### src/rtl/led_fader_if.sv
// Level-signal bundle between an LED-level source and led_fader.
// No handshake: i_led is a plain level sampled every cycle; all outputs are registered levels.
interface led_fader_if #(
  parameter int PWM_BITS = 8
);
  logic                i_led;
  logic                o_led;
  logic                o_busy;
  logic [PWM_BITS-1:0] o_level;
  logic [1:0]          dbg_state;

  modport master (output i_led, input o_led, o_busy, o_level, dbg_state);
  modport slave  (input i_led, output o_led, o_busy, o_level, dbg_state);
endinterface

### src/rtl/led_fader.sv
// PWM LED fader: ramps brightness linearly toward the synchronised i_led level.
// Optional gamma-corrected duty enabled by defining LED_FADER_GAMMA_EN.
module led_fader #(
  parameter int PWM_BITS = 8,
  parameter int STEP_DIV = 16
) (
  input  logic        i_clk,
  input  logic        i_reset,
  led_fader_if.slave  bus
);
  localparam logic [PWM_BITS-1:0] MAX = '1;
  localparam int SW = (STEP_DIV > 1) ? $clog2(STEP_DIV) : 1;
  localparam logic [SW-1:0] STEP_LAST = SW'(STEP_DIV - 1);

  typedef enum logic [1:0] {
    S_OFF  = 2'd0,
    S_UP   = 2'd1,
    S_ON   = 2'd2,
    S_DOWN = 2'd3
  } state_t;

  state_t              state_q, state_d;
  logic [PWM_BITS-1:0] level_q, level_d;
  logic [SW-1:0]       step_q, step_d;
  logic [PWM_BITS-1:0] pwm_q, pwm_d;
  logic                s1_q, s1_d, s2_q, s2_d;
  logic                led_q, led_d;
  logic                busy_q, busy_d;
  logic [PWM_BITS-1:0] duty;
  logic [PWM_BITS-1:0] level_inc, level_dec;

  assign level_inc = level_q + PWM_BITS'(1);
  assign level_dec = level_q - PWM_BITS'(1);

`ifdef LED_FADER_GAMMA_EN
  logic [PWM_BITS-1:0] duty_q, duty_d;

  always_comb begin
    duty_d = PWM_BITS'(((2*PWM_BITS)'(level_q) * (2*PWM_BITS)'(level_q)) >> PWM_BITS);
  end

  always_ff @(posedge i_clk or posedge i_reset) begin
    if (i_reset) duty_q <= '0;
    else         duty_q <= duty_d;
  end

  assign duty = duty_q;
`else
  assign duty = level_q;
`endif

  always_ff @(posedge i_clk or posedge i_reset) begin
    if (i_reset) begin
      state_q <= S_OFF;
      level_q <= '0;
      step_q  <= '0;
      pwm_q   <= '0;
      s1_q    <= 1'b0;
      s2_q    <= 1'b0;
      led_q   <= 1'b0;
      busy_q  <= 1'b0;
    end else begin
      state_q <= state_d;
      level_q <= level_d;
      step_q  <= step_d;
      pwm_q   <= pwm_d;
      s1_q    <= s1_d;
      s2_q    <= s2_d;
      led_q   <= led_d;
      busy_q  <= busy_d;
    end
  end

  // Step counter idles at 0 outside ramps, so every state change restarts it.
  always_comb begin
    state_d = state_q;
    level_d = level_q;
    step_d  = '0;
    unique case (state_q)
      S_OFF: begin
        level_d = '0;
        if (s2_q) state_d = S_UP;
      end
      S_UP: begin
        if (!s2_q) begin
          state_d = S_DOWN;
        end else if (step_q == STEP_LAST) begin
          level_d = level_inc;
          if (level_inc == MAX) state_d = S_ON;
        end else begin
          step_d = step_q + SW'(1);
        end
      end
      S_ON: begin
        level_d = MAX;
        if (!s2_q) state_d = S_DOWN;
      end
      S_DOWN: begin
        if (s2_q) begin
          state_d = S_UP;
        end else if (step_q == STEP_LAST) begin
          level_d = level_dec;
          if (level_dec == '0) state_d = S_OFF;
        end else begin
          step_d = step_q + SW'(1);
        end
      end
      default: state_d = S_OFF;
    endcase
  end

  // Full-on keys off the level itself so MAX stays solid even with gamma latency.
  always_comb begin
    s1_d   = bus.i_led;
    s2_d   = s1_q;
    pwm_d  = pwm_q + PWM_BITS'(1);
    busy_d = (state_d == S_UP) || (state_d == S_DOWN);
    led_d  = (level_q == MAX) ? 1'b1 : (pwm_q < duty);
  end

  assign bus.o_led     = led_q;
  assign bus.o_busy    = busy_q;
  assign bus.o_level   = level_q;
  assign bus.dbg_state = state_q;
endmodule

### src/flat_wrapper.sv
// flat-port wrapper written by rule: the top's interface ports become plain ports
module led_fader_flat 
#(
  parameter int PWM_BITS = 8,
  parameter int STEP_DIV = 16
)
  (i_clk, i_reset, bus_i_led, bus_o_led, bus_o_busy, bus_o_level, bus_dbg_state);
  led_fader_if #(.PWM_BITS(PWM_BITS)) bus_i ();
  input  logic i_clk;
  input  logic i_reset;
  input wire logic [$bits(bus_i.i_led)-1:0] bus_i_led;
  output wire logic [$bits(bus_i.o_led)-1:0] bus_o_led;
  output wire logic [$bits(bus_i.o_busy)-1:0] bus_o_busy;
  output wire logic [$bits(bus_i.o_level)-1:0] bus_o_level;
  output wire logic [$bits(bus_i.dbg_state)-1:0] bus_dbg_state;
  assign bus_i.i_led = bus_i_led;
  assign bus_o_led = bus_i.o_led;
  assign bus_o_busy = bus_i.o_busy;
  assign bus_o_level = bus_i.o_level;
  assign bus_dbg_state = bus_i.dbg_state;
  led_fader #(.PWM_BITS(PWM_BITS), .STEP_DIV(STEP_DIV)) u_core (.i_clk(i_clk), .i_reset(i_reset), .bus(bus_i));
endmodule
### config.mk
export PLATFORM = sky130hd
export DESIGN_NAME = led_fader_flat
export DESIGN_NICKNAME = d
export VERILOG_FILES = /design/src/rtl/led_fader_if.sv /design/src/rtl/led_fader.sv /design/src/flat_wrapper.sv
export SDC_FILE = /design/constraint.sdc
export NUM_CORES = 1
export LEC_CHECK = 0
export ABC_CLOCK_PERIOD_IN_PS = 2950
export BUFFER_PORTS_ARGS = -buffer_cell sky130_fd_sc_hd__buf_2
export CELL_PAD_IN_SITES_DETAIL_PLACEMENT = 1
export CELL_PAD_IN_SITES_GLOBAL_PLACEMENT = 2
export CORE_UTILIZATION = 37
export CTS_CLUSTER_DIAMETER = 100
export DETAILED_ROUTE_END_ITERATION = 8
export GPL_TIMING_DRIVEN = 0
export PLACE_DENSITY = 0.91
export SLEW_MARGIN = 20
export SYNTH_ARGS = -nofsm -noshare
export SYNTH_HDL_FRONTEND = slang
export SYNTH_SLANG_ARGS = --single-unit
### constraint.sdc
create_clock -name i_clk -period 2.95 [get_ports i_clk]
set_input_delay 0.295 -clock i_clk [delete_from_list [all_inputs] [get_ports i_clk]]
set_output_delay 0.295 -clock i_clk [all_outputs]
set_load 0.02 [all_outputs]
==> results of run 1 <==
-- placed cells by master, fill, tap and decap left out, types with 2 or more instances in the layout --
cell,n
inv_1,12
a311oi_1,2
and2_1,2
nor2b_1,2
nor2_1,8
or3_1,3
nand3_1,10
nand2b_1,2
a211o_1,2
o21a_1,3
clkbuf_8,3
nand2_1,21
buf_2,15
xnor2_1,12
nor3b_1,2
xor2_1,4
and3_1,3
dfrtp_1,26
o21ai_0,6
a211oi_1,2
a21oi_1,5
nor3_1,6
a32oi_1,2
nand4_1,3
a31oi_1,4
ha_1,13
clkbuf_1,7
and4_1,2
buf_4,2
-- where the power goes --
| part | internal (W) | switching (W) |
|---|---|---|
| Clock | 0.0000915 | 0.000107 |
| Combinational | 0.000145 | 0.000234 |
| Sequential | 0.000388 | 0.0000337 |
| Total | 0.000625 | 0.000374 |
-- state kept, by name (all words and copies together) (netlist names) --
register / count
u_core.bus.o_level: 8
u_core.step_q: 4
u_core.s2_q: 1
u_core.bus.dbg_state: 2
u_core.bus.o_led: 1
u_core.pwm_q: 8
u_core.bus.o_busy: 1
u_core.s1_q: 1
-- worst max path at each step --
stage,start,to,slack [ns],cells after the start
floorplan,u_core.bus.o_level[0],u_core.bus.dbg_state[0],0.51,8
global placement,u_core.bus.o_level[0],u_core.bus.o_busy,0.38,8
detailed placement,u_core.bus.o_level[0],u_core.bus.o_busy,0.36,8
CTS,u_core.bus.o_level[0],u_core.bus.o_busy,0.34,8
global route,u_core.bus.o_level[0],u_core.bus.o_busy,0.20,8
finish,u_core.bus.o_level[0],u_core.bus.o_busy,0.33,8
-- metal layers --
layer  part of all wire [%]  global-route usage, %  vias up
li1                       -                      -      744
met1                     49                   27.9      731
met2                     46                   29.0       29
met3                    3.7                   2.53        7
met4                    1.3                   5.11        0
met5                      0                      0        -
-- metrics by stage --
stage	utilization, %	setup slack, ns	std cells	power [W]	instance area [um2]
global placement	42.7	0.385	261	0.000800	1910
global route	43.6	0.205	264	0.00108	1950
finish	43.6	0.326	264	0.000999	1950
CTS	43.6	0.340	264	0.00101	1950
detailed placement	42.7	0.361	261	0.000808	1910
floorplan	-	0.509	195	0.000706	1780
-- area by class of cell --
cell class | instances | area [um2]
fillers | 542 | 2520
multi-input cells | 145 | 1030
flip-flops and latches | 26 | 651
repair buffers | 14 | 70.1
well taps | 52 | 65.1
plain buffers | 11 | 50.0
inverters | 13 | 48.8
clock buffers | 3 | 41.3
-- critical path, cell delays in order, from the launching register on --
cell and delay, ns:
dfrtp_1 0.43, clkbuf_1 0.24, inv_1 0.16, ha_1 0.30
or4b_1 0.48, or3_1 0.32, and3_4 0.21, nor4_4 0.28
nor3b_1 0.08
-- cells by family (layout without fill, tap and decap cells) --
group	count (synthesis)	count (layout)	synth area share, %
AND/OR/NAND/NOR	72	72	22.3
XOR/XNOR	16	16	7.89
buffers and inverters	24	41	5.57
flip-flops	26	26	36.6
AO/OA/AOI/OAI	43	43	17.8
multiplexers	1	1	0.564
adder cells (fa/ha/maj)	13	13	9.16
==> impl_metrics.toml, run 1 <==
[run_status]
outcome = "finished, violations left"
violations = "DRC"

[timing]
fin_hold_ws_ns = 0.0649
period_share_pct = 88.9
skew_ns = 0.00335
tns_ns = 0
setup_viol = 0
relSlewSlack_pct = 51.7
clock.fmax_mhz = 381
rsz0062_at_grt = "no"
hold_viol = 0
min_period_ns = 2.62
maxSlewViolCount = 0
worst_pin_slew_ns = 0.722

[synth]
ys_seq_elements = 26
synth_common_cells = "dfrtp_1 (26), nand2_1 (21), ha_1 (13), inv_1 (13), xnor2_1 (12)"
ys_types = 55
async_flop_share_pct = 100
syn_inst = 195
synth_area_per_cell_um2 = 9.10
syn_area_um2 = 1780
synth_area_leaders = "dfrtp_1 (37%), ha_1 (9.2%), xnor2_1 (5.9%), nand2_1 (4.4%), nand3_1 (2.8%)"
ys_warn_count = 0
ys_seq_area_share_pct = 36.6
yosys.area.top_type = "dfrtp_1"
synth_flop_cell = "dfrtp_1"
yosysMostFrequentCell = "dfrtp_1"
synthDominantCellAreaShare_pct = 36.6
syn-num-nets = 211
synth_edf_count = 0

[layout]
area_delta_synth_final_pct = 9.94
n_antenna_cell = 0
num-nets-final = 230
final_layout_size_suffix_gt1_share_pct = 12.7

[route]
drc_errors = 3
drtIter0Drc = 72
firstDrtPassIters = 6
antenna_left = 0
viasPerCell = 5.72
vias = 1511
post_drt_wl_per_cell_um = 16.6
drt_wl_total_um = 4390

[die]
start_util_pct = 39.7
coreArea_um2 = 4470
die_area_um2 = 5080
io_pins = 15
die_x_um = 71.3
die_y_um = 71.3
num_rows = 24

[global_routing]
grt_pass1_vias = 1450
grt_max_degree = 27
antenna_found_initial = 0
grt_pass1_wl_um = 7400
grt_util_all_layers_pct = 18.9
overflow = 0

[power]
power_density_nw_per_um2 = 512
power_leakage_nw = 0.847
ir_worst_vdd_v = 0.000234

[cts]
numCtsBuffers = 3
holdBufCountCts = 0
h-tree-depth = 1
cts-resized-gates = 0
clkTransAtPathRegs_ns = 0.09
cts_tree = "yes"
cts-root-buf = "clkbuf_8"
post_cts_buffers = 0
clk_latency_ns = 0.27
clock_path_buffers = 2
cts_sinks = 26

[setup_path]
critPathKind = "flip-flop to flip-flop"
cp_max_fo = 10
r2r-end = "u_core.bus.o_busy"
cp-end-kind = "flip-flop"
cp-start-kind = "flip-flop"
critical_path_required_ns = 3.10
cp_data_arrival_time_ns = 2.78
r2r-start = "u_core.bus.o_level[0]"
reg2reg_slack_ns = 0.33
reg2reg_depth = 8

[placed_design]
dpl.hpwl_um = 3390
place_congestion = 0.783
portBuffers = 14

[run]
drv_cap = 0

[hold_path]
worst_hold_path_type = "primary input to asynchronous set/reset pin"
(Power assumes the default switching activity.)
==> run 2, diff against run 1 <==
ABC_CLOCK_PERIOD_IN_PS = 2600   (was 2950)
CORE_UTILIZATION = 30   (was 37)
PLACE_DENSITY = 0.78   (was 0.91)
clock period = 2.6 ns   (was 2.95 ns; I/O delays follow)
==> impl_metrics.toml, run 2 (synthesis results as in run 1) <==
[layout]
fin_cells = 283
num-nets-final = 229
n_antenna_cell = 0
fillers = 700
post-route-cell-area_um2 = 1990
final_util_pct = 35.5
final_common_cell = "dfrtp_1"
multiInputGateArea_um2 = 1040
final_layout_size_suffix_gt1_share_pct = 13.7
layout_common_cells = "dfrtp_1 (26), nand2_1 (21), buf_2 (15)"
area_delta_synth_final_pct = 12.1
final-seq-area_um2 = 651

[setup_path]
cp-start-kind = "flip-flop"
cp_slowest_cell = "dfrtp_1"
crit_family = "simple AND/OR/NAND/NOR gates"
critical_path_required_ns = 2.75
cp_max_fo = 14
worst-path-buf-inv = 1
cp-end-kind = "flip-flop"
cpPeakStageDelay_ns = 0.54
critPathKind = "flip-flop to flip-flop"
cp_data_arrival_time_ns = 2.59
crit_chain = "inv_1 > ha_4 > or4b_1 > or3_1 > and3_4 > nor4_4 > nor3b_1"

[power]
power_leakage_nw = 0.845
power_density_nw_per_um2 = 575
ir_worst_vdd_v = 0.000195

[route]
antenna_left = 0
viasPerCell = 5.22
firstDrtPassIters = 4
drtIter0Drc = 42
vias = 1477
drc_errors = 0
post_drt_wl_per_cell_um = 15.7
drt_wl_total_um = 4440

[cts]
holdBufCountCts = 0
clock_path_buffers = 2
clkTransAtPathRegs_ns = 0.09
clk_latency_ns = 0.27
numCtsBuffers = 3
h-tree-depth = 1
cts-root-buf = "clkbuf_8"
post_cts_buffers = 0
cts_tree = "yes"
cts_sinks = 26

[die]
die_y_um = 78.9
start_util_pct = 31.7
io_pins = 15
die_area_um2 = 6230
coreArea_um2 = 5610
die_x_um = 78.9
num_rows = 27

[timing]
worst_pin_slew_ns = 0.642
setup_viol = 0
hold_viol = 0
rsz0062_at_grt = "no"
maxSlewViolCount = 0
period_share_pct = 93.9
min_period_ns = 2.44
relSlewSlack_pct = 57.0
fin_hold_ws_ns = 0.0339
skew_ns = 0.00524
clock.fmax_mhz = 410

[placed_design]
place_congestion = 0.766
portBuffers = 14
dp_cells = 281
placed_area_um2 = 1940
dpl.hpwl_um = 3380

[global_routing]
grt_pass1_wl_um = 7490
grt_max_degree = 27
overflow = 0
antenna_found_initial = 0
grt_pass1_vias = 1435
grt_util_all_layers_pct = 15.7

[hold_path]
worst_hold_path_type = "primary input to asynchronous set/reset pin"

[run_status]
outcome = "complete, no violations"

[run]
drv_cap = 0
run 2: worst register-to-register path, cell delays in order, from the launching register on:
cell and delay [ns]:
dfrtp_1 0.54, inv_1 0.22, ha_4 0.20, or4b_1 0.47, or3_1 0.33, and3_4 0.21, nor4_4 0.28, nor3b_1 0.09
run 2: final cells by class:
class	instances	area share, %
Timing Repair Buffer	14	3.52
Multi-Input combinational cell	145	52.2
Buffer	10	2.33
Clock buffer	3	2.08
Tap cell	72	4.53
Sequential cell	26	32.7
Inverter	13	2.64
run 2: worst paths after layout:
check / start / slack (ns) / cells after the start / endpoint
worst min register to register: u_core.s1_q / 0.36 / 0 / u_core.s2_q
worst min-delay path: i_reset / 0.03 / 2 / u_core.pwm_q[0]
worst max-delay path: u_core.bus.o_level[0] / 0.16 / 7 / u_core.bus.o_busy
min in group i_clk: bus_i_led / 0.09 / 1 / u_core.s1_q
worst max register to register: u_core.bus.o_level[0] / 0.16 / 7 / u_core.bus.o_busy
max in group asynchronous: i_reset / 2.18 / 2 / u_core.bus.o_level[5]
run 2: timing repair:
action | CTS | global route
pin swaps | 0 | 0
setup endpoints to repair | 2 | 3
gates resized for setup | 1 | 2
run 2: layer usage:
metal,routed length [um],global-route usage (%),vias to the layer above,share of wire [%]
met5,0,0,-,0
met2,1970,24.3,23,44
li1,-,-,739,-
met4,40,4.36,0,0.90
met1,2280,22.8,711,51
met3,147,1.95,4,3.3
run 2: per-stage QoR:
stage | setup TNS (ns) | setup WS, ns | total power (W)
CTS | 0 | 0.0115 | 0.00115
global route | 0 | 0.0210 | 0.00123
detailed placement | -0.0423 | -0.0224 | 0.000917
global placement | 0 | 0.0210 | 0.000914
floorplan | 0 | 0.159 | 0.000801
finish | 0 | 0.158 | 0.00114
run 2: report_power, final:
part           internal [W]  leakage, nW  switching (W)
combinational      0.000169        0.515       0.000262
clock              0.000104       0.0216       0.000122
sequential         0.000440        0.308      0.0000453
total              0.000713        0.845       0.000430
==> run 3, diff against run 2 <==
CORE_ASPECT_RATIO = 0.6   (was not set)
==> impl_metrics.toml, run 3 (synthesis results as in run 1) <==
[run_status]
outcome = "complete, no violations"

[power]
p_comb_share_pct = 36.4
switchingPower_w = 0.000453
switching_share_pct = 37.8
power_density_nw_per_um2 = 597
seqPwrFrac_pct = 40.7
p_int_w = 0.000746
ir_worst_vdd_v = 0.000218
power_leakage_nw = 0.854
clkPwrFrac_pct = 23.0

[timing]
relSlewSlack_pct = 50.4
hold_viol = 0
setup_viol = 0
skew_ns = 0.00508
rsz0062_at_grt = "no"
worst_pin_slew_ns = 0.725
clock.fmax_mhz = 406
period_share_pct = 94.7
tns_ns = 0
maxSlewViolCount = 0
min_period_ns = 2.46

[global_routing]
grt_util_all_layers_pct = 16.4
grt_pass1_vias = 1432
overflow = 0
antenna_found_initial = 0
grt_max_degree = 27
grt_pass1_wl_um = 7670

[setup_path]
critical_path_required_ns = 2.77
critPathKind = "flip-flop to flip-flop"
r2r-end = "u_core.bus.o_busy"
cp_data_arrival_time_ns = 2.63
reg2reg_slack_ns = 0.14
cp_max_fo = 8
crit_start = "u_core.bus.o_level[1]"
reg2reg_depth = 8
r2r-start = "u_core.bus.o_level[1]"
cp-start-kind = "flip-flop"
cp-end-kind = "flip-flop"
cp-endpoint = "u_core.bus.o_busy"

[placed_design]
dpl.hpwl_um = 3670
place_congestion = 0.821
placed_area_um2 = 1950
portBuffers = 14

[cts]
clock_path_buffers = 2
numCtsBuffers = 3
h-tree-depth = 1
clk_latency_ns = 0.28
clkTransAtPathRegs_ns = 0.10
cts_tree = "yes"
post_cts_buffers = 0
cts-root-buf = "clkbuf_8"
holdBufCountCts = 0
cts_sinks = 26

[die]
die_x_um = 101
coreArea_um2 = 5650
die_area_um2 = 6240
io_pins = 15
start_util_pct = 31.4
die_y_um = 61.6
num_rows = 21

[run]
drv_cap = 0

[route]
vias = 1500
drtIter0Drc = 74
drc_errors = 0
drt_wl_total_um = 4710
post_drt_wl_per_cell_um = 16.1
antenna_left = 0
firstDrtPassIters = 4
viasPerCell = 5.14

[layout]
post-route-cell-area_um2 = 2010
layout_common_cells = "dfrtp_1 (26), nand2_1 (21), buf_2 (15)"
num-nets-final = 229
fillers = 673
final_layout_size_suffix_gt1_share_pct = 13.7
area_delta_synth_final_pct = 13.2
n_antenna_cell = 0
final_common_cell = "dfrtp_1"

[hold_path]
worst_hold_path_type = "primary input to asynchronous set/reset pin"
-- run 3: cell types whose count changed in the layout (fill, tap and decap cells not counted), sizes merged --
| cell | change |
|---|---|
| inv | +1 |
| clkbuf | +1 |
| clkinvlp | -1 |
-- run 3: per-stage QoR --
stage | utilization, % | hold WS (ns) | total power (W) | worst slack (ns) | std cells
floorplan | - | 0.291 | 0.000801 | 0.159 | 195
global placement | 34.4 | 0.336 | 0.000917 | -0.0912 | 289
detailed placement | 34.4 | 0.340 | 0.000920 | -0.105 | 289
CTS | 35.4 | 0.0767 | 0.00120 | 0.0910 | 292
global route | 35.6 | 0.0701 | 0.00128 | 0.0252 | 292
finish | 35.6 | 0.0334 | 0.00120 | 0.139 | 292
-- run 3: worst max-delay path, cell delays in order (launching register included) --
cell and delay [ns]:
dfrtp_1 0.42, buf_4 0.18, inv_1 0.19, ha_4 0.22, or4b_1 0.46, or3_1 0.32
and3_4 0.20, nor4_4 0.27, nor3b_1 0.09
-- run 3: routing by layer --
| layer | up-vias | routed length (um) | GRT usage [%] |
|---|---|---|---|
| met3 | 2 | 218 | 3.41 |
| li1 | 742 | - | - |
| met5 | - | 0 | 0 |
| met1 | 729 | 2790 | 27.0 |
| met4 | 0 | 8 | 1.86 |
| met2 | 27 | 1700 | 21.5 |
-- run 3: worst min path at each step --
stage	start	endpoint	slack (ns)	cells after the start
after CTS	bus_i_led	u_core.s1_q	0.08	1
after global placement	u_core.s1_q	u_core.s2_q	0.34	0
after global routing	i_reset	u_core.step_q[3]	0.07	2
after floorplan	bus_i_led	u_core.s1_q	0.29	0
final	i_reset	u_core.s2_q	0.03	2
after detailed placement	u_core.s1_q	u_core.s2_q	0.34	0
-- run 3: final cells by class --
| class | count | area [um2] | area share [%] |
|---|---|---|---|
| Inverter | 13 | 48.8 | 2.43 |
| Clock buffer | 4 | 55.1 | 2.74 |
| Timing Repair Buffer | 14 | 70.1 | 3.49 |
| Sequential cell | 26 | 651 | 32.4 |
| Buffer | 10 | 46.3 | 2.30 |
| Tap cell | 80 | 100 | 4.98 |
| Multi-Input combinational cell | 145 | 1040 | 51.7 |
-- run 3: power by group through the flow --
stage               sequential (W)  clock (W)  combinational (W)
floorplan                 0.000513          0           0.000289
global placement          0.000488          0           0.000429
detailed placement        0.000489          0           0.000431
CTS                       0.000487   0.000287           0.000426
global route              0.000495   0.000299           0.000485
finish                    0.000488   0.000275           0.000436
-- run 3: timing repair --
action                     in CTS  in global routing
gates resized for setup         1                  1
cloned                          0                  0
setup endpoints to repair       3                  2
